[src/rtl/alu16_pkg.sv]
// alu16_pkg: shared definitions for the sequential 16-bit ALU.
//   op_e     - operation encoding on the op port
//   state_e  - sequencer states
//   FLAG_*   - bit positions in the 8-bit flag register (f_in / f_out)
//   helpers  - decode of subtract-type ops and ops that consume carry-in
package alu16_pkg;

    typedef enum logic [1:0] {
        OP_ADD16 = 2'b00,
        OP_ADC16 = 2'b01,
        OP_SBC16 = 2'b10,
        OP_CP16  = 2'b11
    } op_e;

    typedef enum logic [1:0] {
        ST_IDLE = 2'b00,
        ST_LO   = 2'b01,
        ST_HI   = 2'b10,
        ST_DONE = 2'b11
    } state_e;

    localparam int FLAG_C = 0;
    localparam int FLAG_N = 1;
    localparam int FLAG_P = 2;
    localparam int FLAG_X = 3;
    localparam int FLAG_H = 4;
    localparam int FLAG_Y = 5;
    localparam int FLAG_Z = 6;
    localparam int FLAG_S = 7;

    function automatic logic op_is_sub(op_e i_op);
        return (i_op == OP_SBC16) || (i_op == OP_CP16);
    endfunction

    function automatic logic op_uses_carry(op_e i_op);
        return (i_op == OP_ADC16) || (i_op == OP_SBC16);
    endfunction

endpackage

[src/rtl/alu16_bytestep.sv]
// alu16_bytestep: combinational 8-bit add/subtract slice.
//   i_a, i_b  - byte operands
//   i_sub     - 1: compute a - b - borrow, 0: a + b + carry
//   i_cin     - carry-in (add) or borrow-in (sub), flag sense
//   o_sum     - 8-bit result
//   o_cout    - carry-out (add) or borrow-out (sub) of bit 7, flag sense
//   o_hc      - carry/borrow out of bit 3, flag sense
//   o_c7      - raw adder carry into bit 7 (for signed overflow)
module alu16_bytestep (
    input  logic [7:0] i_a,
    input  logic [7:0] i_b,
    input  logic       i_sub,
    input  logic       i_cin,
    output logic [7:0] o_sum,
    output logic       o_cout,
    output logic       o_hc,
    output logic       o_c7
);

    logic [7:0] w_b;
    logic       w_cin;
    logic [4:0] w_lo;
    logic [3:0] w_mid;
    logic [1:0] w_top;

    // Subtraction is a + ~b + ~borrow; raw carries are inverted back to borrows.
    assign w_b   = i_sub ? ~i_b : i_b;
    assign w_cin = i_cin ^ i_sub;

    assign w_lo  = {1'b0, i_a[3:0]} + {1'b0, w_b[3:0]} + {4'b0000, w_cin};
    assign w_mid = {1'b0, i_a[6:4]} + {1'b0, w_b[6:4]} + {3'b000, w_lo[4]};
    assign w_top = {1'b0, i_a[7]}   + {1'b0, w_b[7]}   + {1'b0, w_mid[3]};

    assign o_sum  = {w_top[0], w_mid[2:0], w_lo[3:0]};
    assign o_cout = w_top[1] ^ i_sub;
    assign o_hc   = w_lo[4] ^ i_sub;
    assign o_c7   = w_mid[3];

endmodule

[src/rtl/alu16_seq.sv]
// alu16_seq: 16-bit ADD/ADC/SBC/CP computed one byte per cycle.
//   clk, reset  - clock, asynchronous active-high reset
//   start       - begin an operation (accepted in IDLE or DONE only)
//   op          - 00 ADD16, 01 ADC16, 10 SBC16, 11 CP16
//   opa, opb    - operands, latched when start is accepted
//   f_in        - flag register in (C0 N1 P2 X3 H4 Y5 Z6 S7)
//   busy        - high in LO and HI
//   done        - one-cycle pulse when result/f_out are valid
//   result      - registered 16-bit result (opa for CP16)
//   f_out       - registered flags
//
// state   | meaning
// IDLE    | waiting for start
// LO      | low byte computed and registered
// HI      | high byte computed, result and flags registered
// DONE    | done pulse; a new start may be accepted here
module alu16_seq
    import alu16_pkg::*;
(
    input  logic        clk,
    input  logic        reset,
    input  logic        start,
    input  logic [1:0]  op,
    input  logic [15:0] opa,
    input  logic [15:0] opb,
    input  logic [7:0]  f_in,
    output logic        busy,
    output logic        done,
    output logic [15:0] result,
    output logic [7:0]  f_out
);

    state_e      r_state, w_next;
    op_e         r_op;
    logic [15:0] r_a, r_b;
    logic        r_fin_c, r_fin_s, r_fin_z, r_fin_p;
    logic [7:0]  r_lo_sum;
    logic        r_lo_c, r_lo_z;
    logic [15:0] r_result;
    logic [7:0]  r_f_out;

    logic        w_accept, w_sub;
    logic [7:0]  w_step_a, w_step_b, w_sum;
    logic        w_step_cin, w_cout, w_hc, w_c7;
    logic [15:0] w_res16;
    logic [7:0]  w_flags;
    logic        w_unused_fin;

    // Only C, S, Z, P of the incoming flags ever influence the output.
    assign w_unused_fin = ^{f_in[5:3], f_in[1]};

    assign w_accept = start && ((r_state == ST_IDLE) || (r_state == ST_DONE));
    assign w_sub    = op_is_sub(r_op);

    always_ff @(posedge clk or posedge reset) begin
        if (reset) r_state <= ST_IDLE;
        else       r_state <= w_next;
    end

    always_comb begin
        w_next = r_state;
        busy   = 1'b0;
        done   = 1'b0;
        case (r_state)
            ST_IDLE: if (start) w_next = ST_LO;
            ST_LO: begin
                busy   = 1'b1;
                w_next = ST_HI;
            end
            ST_HI: begin
                busy   = 1'b1;
                w_next = ST_DONE;
            end
            ST_DONE: begin
                done   = 1'b1;
                w_next = start ? ST_LO : ST_IDLE;
            end
            default: w_next = ST_IDLE;
        endcase
    end

    // One byte slice is shared: low bytes in LO, high bytes in HI.
    always_comb begin
        w_step_a   = r_a[7:0];
        w_step_b   = r_b[7:0];
        w_step_cin = op_uses_carry(r_op) & r_fin_c;
        if (r_state == ST_HI) begin
            w_step_a   = r_a[15:8];
            w_step_b   = r_b[15:8];
            w_step_cin = r_lo_c;
        end
    end

    alu16_bytestep u_step (
        .i_a    (w_step_a),
        .i_b    (w_step_b),
        .i_sub  (w_sub),
        .i_cin  (w_step_cin),
        .o_sum  (w_sum),
        .o_cout (w_cout),
        .o_hc   (w_hc),
        .o_c7   (w_c7)
    );

    // Flags always describe the arithmetic result, also for CP16.
    assign w_res16 = {w_sum, r_lo_sum};

    always_comb begin
        w_flags         = 8'h00;
        w_flags[FLAG_C] = w_cout;
        w_flags[FLAG_N] = w_sub;
        w_flags[FLAG_H] = w_hc;
        w_flags[FLAG_X] = w_res16[11];
        w_flags[FLAG_Y] = w_res16[13];
        if (r_op == OP_ADD16) begin
            w_flags[FLAG_S] = r_fin_s;
            w_flags[FLAG_Z] = r_fin_z;
            w_flags[FLAG_P] = r_fin_p;
        end else begin
            w_flags[FLAG_S] = w_res16[15];
            w_flags[FLAG_Z] = r_lo_z && (w_sum == 8'h00);
            // Signed overflow from raw carries: into bit 15 vs out of bit 15.
            w_flags[FLAG_P] = w_c7 ^ (w_cout ^ w_sub);
        end
    end

    always_ff @(posedge clk or posedge reset) begin
        if (reset) begin
            r_op     <= OP_ADD16;
            r_a      <= '0;
            r_b      <= '0;
            r_fin_c  <= 1'b0;
            r_fin_s  <= 1'b0;
            r_fin_z  <= 1'b0;
            r_fin_p  <= 1'b0;
            r_lo_sum <= '0;
            r_lo_c   <= 1'b0;
            r_lo_z   <= 1'b0;
            r_result <= '0;
            r_f_out  <= '0;
        end else begin
            if (w_accept) begin
                r_op    <= op_e'(op);
                r_a     <= opa;
                r_b     <= opb;
                r_fin_c <= f_in[FLAG_C];
                r_fin_s <= f_in[FLAG_S];
                r_fin_z <= f_in[FLAG_Z];
                r_fin_p <= f_in[FLAG_P];
            end
            if (r_state == ST_LO) begin
                r_lo_sum <= w_sum;
                r_lo_c   <= w_cout;
                r_lo_z   <= (w_sum == 8'h00);
            end
            if (r_state == ST_HI) begin
                r_result <= (r_op == OP_CP16) ? r_a : w_res16;
                r_f_out  <= w_flags;
            end
        end
    end

    assign result = r_result;
    assign f_out  = r_f_out;

endmodule

[config.mk]
export PLATFORM = sky130hd
export DESIGN_NAME = alu16_seq
export DESIGN_NICKNAME = d
export VERILOG_FILES = /design/src/rtl/alu16_pkg.sv /design/src/rtl/alu16_bytestep.sv /design/src/rtl/alu16_seq.sv
export SDC_FILE = /design/constraint.sdc
export NUM_CORES = 1
export LEC_CHECK = 0
export ABC_AREA = 1
export BUFFER_PORTS_ARGS = -buffer_cell sky130_fd_sc_hd__buf_2
export CAP_MARGIN = 10
export CORE_UTILIZATION = 50
export CTS_BUF_LIST = sky130_fd_sc_hd__clkbuf_16
export CTS_CLUSTER_SIZE = 14
export DETAILED_ROUTE_END_ITERATION = 12
export PLACE_DENSITY = 0.75
export REMOVE_ABC_BUFFERS = 1
export SLEW_MARGIN = 25
export SYNTH_ARGS = -nofsm -noshare
export SYNTH_HDL_FRONTEND = slang
export SYNTH_SLANG_ARGS = --single-unit
export TNS_END_PERCENT = 50
[constraint.sdc]
create_clock -name clk -period 4.4 [get_ports clk]
set_clock_uncertainty 0.2 [all_clocks]
set_input_delay 0 -clock clk [delete_from_list [all_inputs] [get_ports clk]]
set_output_delay 0 -clock clk [all_outputs]
set_load 0.005 [all_outputs]
## Word-level counts from Yosys, hierarchy flattened

Index checks and enable logic that the tools add are counted.

- Add/sub/neg operators: 6
- Equal/unequal tests: 7
- Mux-type cells: 12
- Bitwise gates (word level): 7
- Reduce and logical (&&, ||, !) cells: 9

Operators with widths:

| operator | number |
|---|---|
| $mux 8 | 3 |
| $mux 16 | 1 |
| $eq 2x2->1 const B | 4 |
| $logic_not 8->1 | 1 |
| $not 8->8 | 1 |
| $pmux 2 s4 | 1 |
| $add 4x4->5 | 1 |
| $add 5x1->5 | 1 |
| $mux 1 | 5 |
| $xor 1x1->1 | 5 |
| $add 3x3->4 | 1 |
| $add 4x1->4 | 1 |
| $eq 2x1->1 const B | 2 |
| $logic_not 2->1 | 2 |
| $mux 2 | 2 |
| $logic_or 1x1->1 | 3 |
| $add 1x1->2 | 1 |
| $add 2x1->2 | 1 |
| $logic_and 1x1->1 | 2 |
| $ne 2x2->1 const B | 1 |
| $reduce_or 2->1 | 1 |
| $and 1x1->1 | 1 |

- Register bits after elaboration: 74
- Input bits: 45
- Output and inout port bits: 26
- Logic and storage cells: 54

## Depth between registers and ports, before layout

Gate-level depths: netlist of the first run.

- Depth after elaboration: 12
- Gate-level depth with buffers: 21
- Depth with buffers taken out: 20

## Cells and area by module

From an unflattened synthesis of the first run, not the netlist that was laid out.

- Cell total of the unflattened synthesis: 469
- Area, all modules: 3861.2 um^2

By module, submodules not included:

| module | times used | cells each | area each (um^2) | seq. area each (um^2) |
|---|---|---|---|---|
| alu16_seq | 1 | 404 | 3412.0 | 1851.8 |
| alu16_bytestep | 1 | 65 | 449.2 | 0.0 |

## Worst setup path after synthesis of the first run

No wires, ideal clock.

- Path type: reg2reg
- Start point: register r_op[1]
- End point: register r_f_out[6] (netlist: f_out[6])
- Setup time: 77 ps
- Arrival: 4047 ps
- Data required time: 4123 ps
- Setup slack: 76 ps
- Cell stages (with the launch flop): 20
- Path buffers: 1
- Period minus slack after synthesis: 4324 ps
- Path through: dfrtp_1 -> ha_1 -> clkbuf_2 -> nor2_1 -> inv_2 -> xor2_1 -> fa_1 -> fa_1 -> nand2_1 -> nand2_1 -> a21o_1 -> fa_1 -> nand3_1 -> nand2_1 -> fa_1 -> inv_1 -> nand3_1 -> nor2_1 -> nand3_1 -> a21oi_1

- Word-level cells in the longest chain between the ends: 11
- Elaborated cells on any way between the ends: 19
- Those cells by class: 6 x add/sub; 3 x eq/ne; 3 x mux; 2 x bitwise; 5 x reduce/logical

RTL lines:

| element | RTL line | RTL |
|---|---|---|
| from (decl) | alu16_seq.sv:34 | `op_e r_op;` |
| from (signal assigned) | alu16_seq.sv:143 | `r_op <= op_e'(op);` |
| parallel branches: the longest is 7 deep, another holds $add 4x4->5 | n/a |  |
| $add 2x1->2 (*) | alu16_bytestep.sv:32 | `assign w_top = {1'b0, i_a[7]} + {1'b0, w_b[7]} + {1'b0, w_mid[3]};` |
| net u_step.o_sum[7] | alu16_bytestep.sv:14 | `output logic [7:0] o_sum,` |
| $logic_not 8->1 (*) | alu16_seq.sv:121 | `w_flags[FLAG_Z] = r_lo_z && (w_sum == 8'h00);` |
| $logic_and 1x1->1 (*) | alu16_seq.sv:121 |  |
| $mux 2 (*) | alu16_seq.sv:115 | `if (r_op == OP_ADD16) begin` |
| to (signal assigned) | alu16_seq.sv:158 | `r_f_out <= w_flags;` |
| to (decl) | alu16_seq.sv:40 | `logic [7:0] r_f_out;` |

Mark *: on every way through the listed nets, which the timed path passes.
A chain may end at the register's enable or synchronous reset.

## Final worst setup path of the first run

- Start point: register r_state[0]
- End point: register r_f_out[6] (netlist: f_out[6])

- Word-level cells in the longest chain between the ends: 11
- Elaborated cells on any way between the ends: 16
- Those cells by class: 6 x add/sub; 1 x eq/ne; 5 x mux; 2 x bitwise; 2 x reduce/logical

RTL lines:

| element | RTL line | RTL |
|---|---|---|
| from (decl) | alu16_seq.sv:33 | `state_e r_state, w_next;` |
| from (signal assigned) | alu16_seq.sv:57 | `else r_state <= w_next;` |
| $eq 2x2->1 (*) | alu16_seq.sv:87 | `if (r_state == ST_HI) begin` |
| $mux 8 | alu16_seq.sv:87 |  |
| $not 8->8 | alu16_bytestep.sv:27 | `assign w_b = i_sub ? ~i_b : i_b;` |
| $mux 8 | alu16_bytestep.sv:27 |  |
| $add 4x4->5 | alu16_bytestep.sv:30 | `assign w_lo = {1'b0, i_a[3:0]} + {1'b0, w_b[3:0]} + {4'b0000, w_cin};` |
| $add 5x1->5 | alu16_bytestep.sv:30 |  |
| $add 4x1->4 | alu16_bytestep.sv:31 | `assign w_mid = {1'b0, i_a[6:4]} + {1'b0, w_b[6:4]} + {3'b000, w_lo[4]};` |
| $add 2x1->2 (*) | alu16_bytestep.sv:32 |  |
| net u_step.o_sum[7] | alu16_bytestep.sv:14 |  |
| $logic_not 8->1 (*) | alu16_seq.sv:121 |  |
| $logic_and 1x1->1 (*) | alu16_seq.sv:121 |  |
| $mux 2 (*) | alu16_seq.sv:115 |  |

The timed path passes the listed nets; every way through them passes the cells marked *.

==> reports/qor.yml, run 1 <==
status: "finished clean"
tightest_slew_ps: 726
cts_made_buffers: 9
critPathKind: "flip-flop to flip-flop"
syn_area_per_cell_um2: 9.48
drive_gt1_frac: 0.239
grt.busiest_layer: "met2"
firstDrtPassIters: 4
cp-start-kind: "flip-flop"
routed_wl_um: 8040
synth_xor_area_frac: 0.0236
root_buffer: "clkbuf_16"
async_flop_share: 1.00
drt_iter0_drc: 175
synth_mux_area_frac: 0.0889
ys_top_cells_by_count: "nand2_1 (78), dfrtp_1 (74), o21ai_0 (55)"
dp_hpwl_um: 5630
yosys_warnings: 0
die_x_um: 88.2
num_rows: 31
synth.top_cell.area_share: 0.498
cts_sinks: 74
place_congestion: 0.856
seq_area_frac_synth: 0.498
start_util: 0.515
diodes: 0
synth_area_leader_cell: "dfrtp_1"
post-synth-top-count-cell: "nand2_1"
cts_tree: "built"
hp-class: "input port to asynchronous set/reset pin"
synth_cell_types: 23
ys_ff_latch: 74
synth_simple_gate_area_frac: 0.139
globalRouteTotalUtil: 0.230
postRouteAntennaNets: 0
cap_viol_max_count: 0
grt_use_met3: 0.0457
nNetsFinal: 566
viasPerCell: 4.97
layout-area-overhead-vs-synth_pct: 29.5
synth.area.top_cells: "dfrtp_1 (50%), nand2_1 (7.9%), mux2_4 (7.7%)"
end_kind: "flip-flop"
slew_headroom: 0.515
setup_viol: 0
gr-total-overflow: 0
boundaryPins: 71
netlist_area_um2: 3720
max_freq_mhz: 242
synth_fa_ha_area_frac: 0.0707
h-tree-depth: 3
cts.clk_slew.worst_paths_ps: 50
worst_hold_slack_ps: 158
synth_cells: 392
synth_edf_count: 0
period_share: 0.939
grtUsageMet1: 0.303
cp_max_fo: 6
antenna_found_initial: 0
min_period_ps: 4130
grt_pass1_wl_um: 13400
synth_top_family_by_area: "simple AND/OR/NAND/NOR gates"
die_area_um2: 7780
port_buffers: 66
wl_per_cell_um: 13.3
postCtsSetupBuffers: 0
drc: 0
grt_setup_unrepaired: "false"
grt_pass1_vias: 2907
grt_max_degree: 40
cts_buffer_depth: 2
via_count: 3007
synth_top_flop_cell: "dfrtp_1"
grtUsageMet2: 0.375
finalHoldViolCount: 0
finalMaxSlewViolations: 0
die_h_um: 88.2
arrival_ps: 4180
clk_latency_ps: 320
core_area_um2: 7210
required_ps: 4450
synth_compound_area_frac: 0.114
==> area by class of cell <==
cell class	count	area, um2
fillers	590	2400
flip-flops and latches	74	1850
multi-input cells	267	1640
repair buffers	118	821
clock buffers	9	225
inverters	33	124
well taps	99	124
clock inverters	5	25.0
==> per-layer routing <==
layer | up-vias | share of wire
met5 | - | 0
met4 | 0 | 0.012
met3 | 6 | 0.040
met2 | 80 | 0.48
met1 | 1428 | 0.47
li1 | 1493 | -
==> timing repair <==
item | CTS | global route
setup endpoints to repair | 0 | 3
endpoints found under the hold margin | 75 | 0
gates resized for setup | 0 | 7
hold buffers | 40 | 0
==> sequential cells by signal, indices dropped and copies added (netlist names) <==
signal    flops
f_out         8
r_a          16
r_b          16
r_fin_c       1
r_fin_p       1
r_fin_s       1
r_fin_z       1
r_lo_c        1
r_lo_sum      8
r_lo_z        1
r_op          2
r_state       2
result       16
==> final timing paths <==
| check | from | slack (ps) | endpoint | depth (start not counted) |
|---|---|---|---|---|
| setup reg to reg | r_state[0] | 270 | f_out[6] | 20 |
| min in group clk | opb[10] | 240 | r_b[10] | 3 |
| setup / recovery | r_state[0] | 270 | f_out[6] | 20 |
| hold reg to reg | f_out[3] | 280 | f_out[3] | 2 |
| max in group asynchronous | reset | 2890 | r_a[13] | 4 |
| hold / removal | reset | 160 | r_b[9] | 3 |
==> through the flow <==
step | std cells | util | area, um2 | setup WS [ps] | TNS, ps
6_report | 605 | 0.667 | 4810 | 269 | 0
5_1_grt | 605 | 0.667 | 4810 | 74.1 | 0
4_1_cts | 605 | 0.664 | 4790 | 7.67 | 0
3_5_place_dp | 551 | 0.574 | 4140 | 45.8 | 0
3_3_place_gp | 551 | 0.574 | 4140 | 178 | 0
2_1_floorplan | 374 | - | 3600 | -896 | -8500
==> cell usage in the layout (no fill, tap or decap) <==
cell type       n
nand3b_1        1
a21oi_2         1
fa_1            4
clkinvlp_4      1
xor2_1         10
ha_1           12
nand4_1         1
o21ai_1         1
dlygate4sd3_1  40
clkinv_1        1
inv_2           3
nand2_1        78
nand3_1        10
mux2_2          4
inv_1          31
clkbuf_16       9
nor2_1         40
or2_2           1
buf_4          12
a31oi_1         1
dfrtp_1        74
fa_2            1
a21o_1          1
ha_4            1
buf_2          66
o21ai_0        54
clkinv_2        2
nor2_2          1
a21oi_1        26
mux2_4         19
==> kinds of logic after synthesis <==
logic type,after synthesis
and+or+nand+nor,132
DFF,74
xor gates and xnor gates,10
muxes,23
AOI/OAI and AO/OA,84
adders and majority gates,18
buffers and inverters,51
==> worst max-delay path: stages (launching register included) <==
cell,delay [ps]
dfrtp_1,380
inv_2,100
ha_4,170
inv_1,100
nand2_1,80
nand2_1,60
xor2_1,150
fa_1,460
fa_1,390
nand2_1,110
nand2_1,80
a21o_1,190
fa_2,360
nand3_1,100
nand2_1,90
fa_1,490
inv_1,90
nand3_1,80
nor2_1,130
nand3_1,110
a21oi_2,140
Power of run 1 is left out: the tool's default activity adds up to more than one toggle a clock period on the data nets, which glitch-free logic cannot reach.
==> inputs of run 2 (changes only) <==
--- a/config.mk
+++ b/config.mk
@@ -12,6 +12,7 @@
 export CTS_BUF_LIST = sky130_fd_sc_hd__clkbuf_16
 export CTS_CLUSTER_SIZE = 14
 export DETAILED_ROUTE_END_ITERATION = 12
+export GPL_TIMING_DRIVEN = 0
 export PLACE_DENSITY = 0.75
 export REMOVE_ABC_BUFFERS = 1
 export SLEW_MARGIN = 25
==> reports/qor.yml, run 2 (same netlist as run 1, synthesis figures left out) <==
boundaryPins: 71
gr-total-overflow: 0
layout-area-overhead-vs-synth_pct: 35.7
via_count: 3081
slew_headroom: 0.514
drc: 0
firstDrtPassIters: 4
diodes: 0
postRouteAntennaNets: 0
grt_pass1_vias: 3052
routed_wl_um: 8870
arrival_ps: 4410
layout_commonest_cell: "dfrtp_1"
wl_per_cell_um: 14.5
start_util: 0.515
min_period_ps: 4350
cap_viol_max_count: 0
fin_cells: 614
nNetsFinal: 573
cts_buffer_depth: 2
setup_viol: 0
die_h_um: 88.2
globalRouteTotalUtil: 0.246
fin_util: 0.699
cts_sinks: 74
n_fill_cell: 563
finalMaxSlewViolations: 0
period_share: 0.988
cts.clk_slew.worst_paths_ps: 60
final_cell_mix: "dfrtp_1 (74), nand2_1 (73), buf_2 (66)"
h-tree-depth: 3
grt_max_degree: 54
critPathKind: "flip-flop to flip-flop"
port_buffers: 66
tightest_slew_ps: 729
max_freq_mhz: 230
dp.cells: 541
cts_made_buffers: 9
end_kind: "flip-flop"
cp-start-kind: "flip-flop"
core_area_um2: 7210
drt_iter0_drc: 217
num_rows: 31
place_congestion: 0.843
die_x_um: 88.2
cp_max_fo: 4
antenna_found_initial: 0
reg2reg_slack_ps: 50
grt_setup_unrepaired: "true"
viasPerCell: 5.02
status: "finished clean"
root_buffer: "clkbuf_16"
dp_hpwl_um: 5270
drive_gt1_frac: 0.283
clk_latency_ps: 340
worst_hold_slack_ps: 21.7
cts_tree: "built"
hp-class: "input port to asynchronous set/reset pin"
die_area_um2: 7780
grt_pass1_wl_um: 14400
finalHoldViolCount: 0
required_ps: 4470
==> run 2: changes by cell type in the layout (fill, tap and decap cells not counted), moves of 2 or more <==
cell     change
buf_4        +2
fa_1         -2
fa_2         +2
inv_1        -3
nand2_1      -5
nand2_2      +5
nand3_1      -3
nand3_2      +3
nor2_4       +2
==> run 2: repair_timing <==
action	CTS	global route
hold buffers	40	0
hold endpoints to repair	114	0
pin swaps	3	9
endpoints found under the setup margin	15	4
gates resized for setup	10	16
setup buffers	6	9
gates cloned	2	0
==> run 2: worst max-delay path, cell delays in order, from the launching register on <==
cell,delay [ps]
dfrtp_1,390
inv_2,100
ha_4,160
buf_16,110
clkinvlp_4,100
nand2_1,80
o21ai_1,70
xor2_1,200
fa_2,430
fa_2,410
nand2_2,110
nand2_2,60
a21o_1,230
fa_2,430
nand3_2,90
nand2_2,70
fa_1,480
inv_2,90
nand3_2,100
nor2_4,130
nand3_2,90
a21oi_2,150
==> run 2: worst paths after layout <==
path | from | endpoint | cells after the start
worst max-delay path | r_state[0] | f_out[6] | 21
worst min-delay path | reset | r_b[8] | 3
worst max register to register | r_state[0] | f_out[6] | 21
worst min register to register | r_lo_sum[0] | r_lo_sum[0] | 2
max in group asynchronous | reset | r_op[1] | 4
min in group clk | opb[15] | r_b[15] | 3
==> run 2: layout make-up <==
class / instances / area [um2] / area share
clock buffers: 9 / 225 / 0.0447
clock inverters: 7 / 68.8 / 0.0136
inverters: 33 / 130 / 0.0258
multi-input cells: 267 / 1710 / 0.339
flip-flops and latches: 74 / 1850 / 0.367
well taps: 99 / 124 / 0.0246
repair buffers: 124 / 927 / 0.184
repair inverters: 1 / 5.00 / 0.000993
==> run 2: through the flow <==
step | area [um2] | TNS, ps | worst slack, ps
3_3_place_gp | 4050 | -26620 | -2030
2_1_floorplan | 3600 | -8500 | -896
5_1_grt | 5040 | -203 | -131
4_1_cts | 4920 | 0 | 53.2
6_report | 5040 | 0 | 53.5
3_5_place_dp | 4110 | -11230 | -1150
==> run 2: routing by layer <==
layer	vias up	track usage	wire [um]
met5	-	0	0
met4	0	0.133	271
met3	24	0.0401	396
met2	87	0.401	4260
met1	1464	0.315	3950
li1	1506	-	-
Power of run 2 is left out for the same reason.
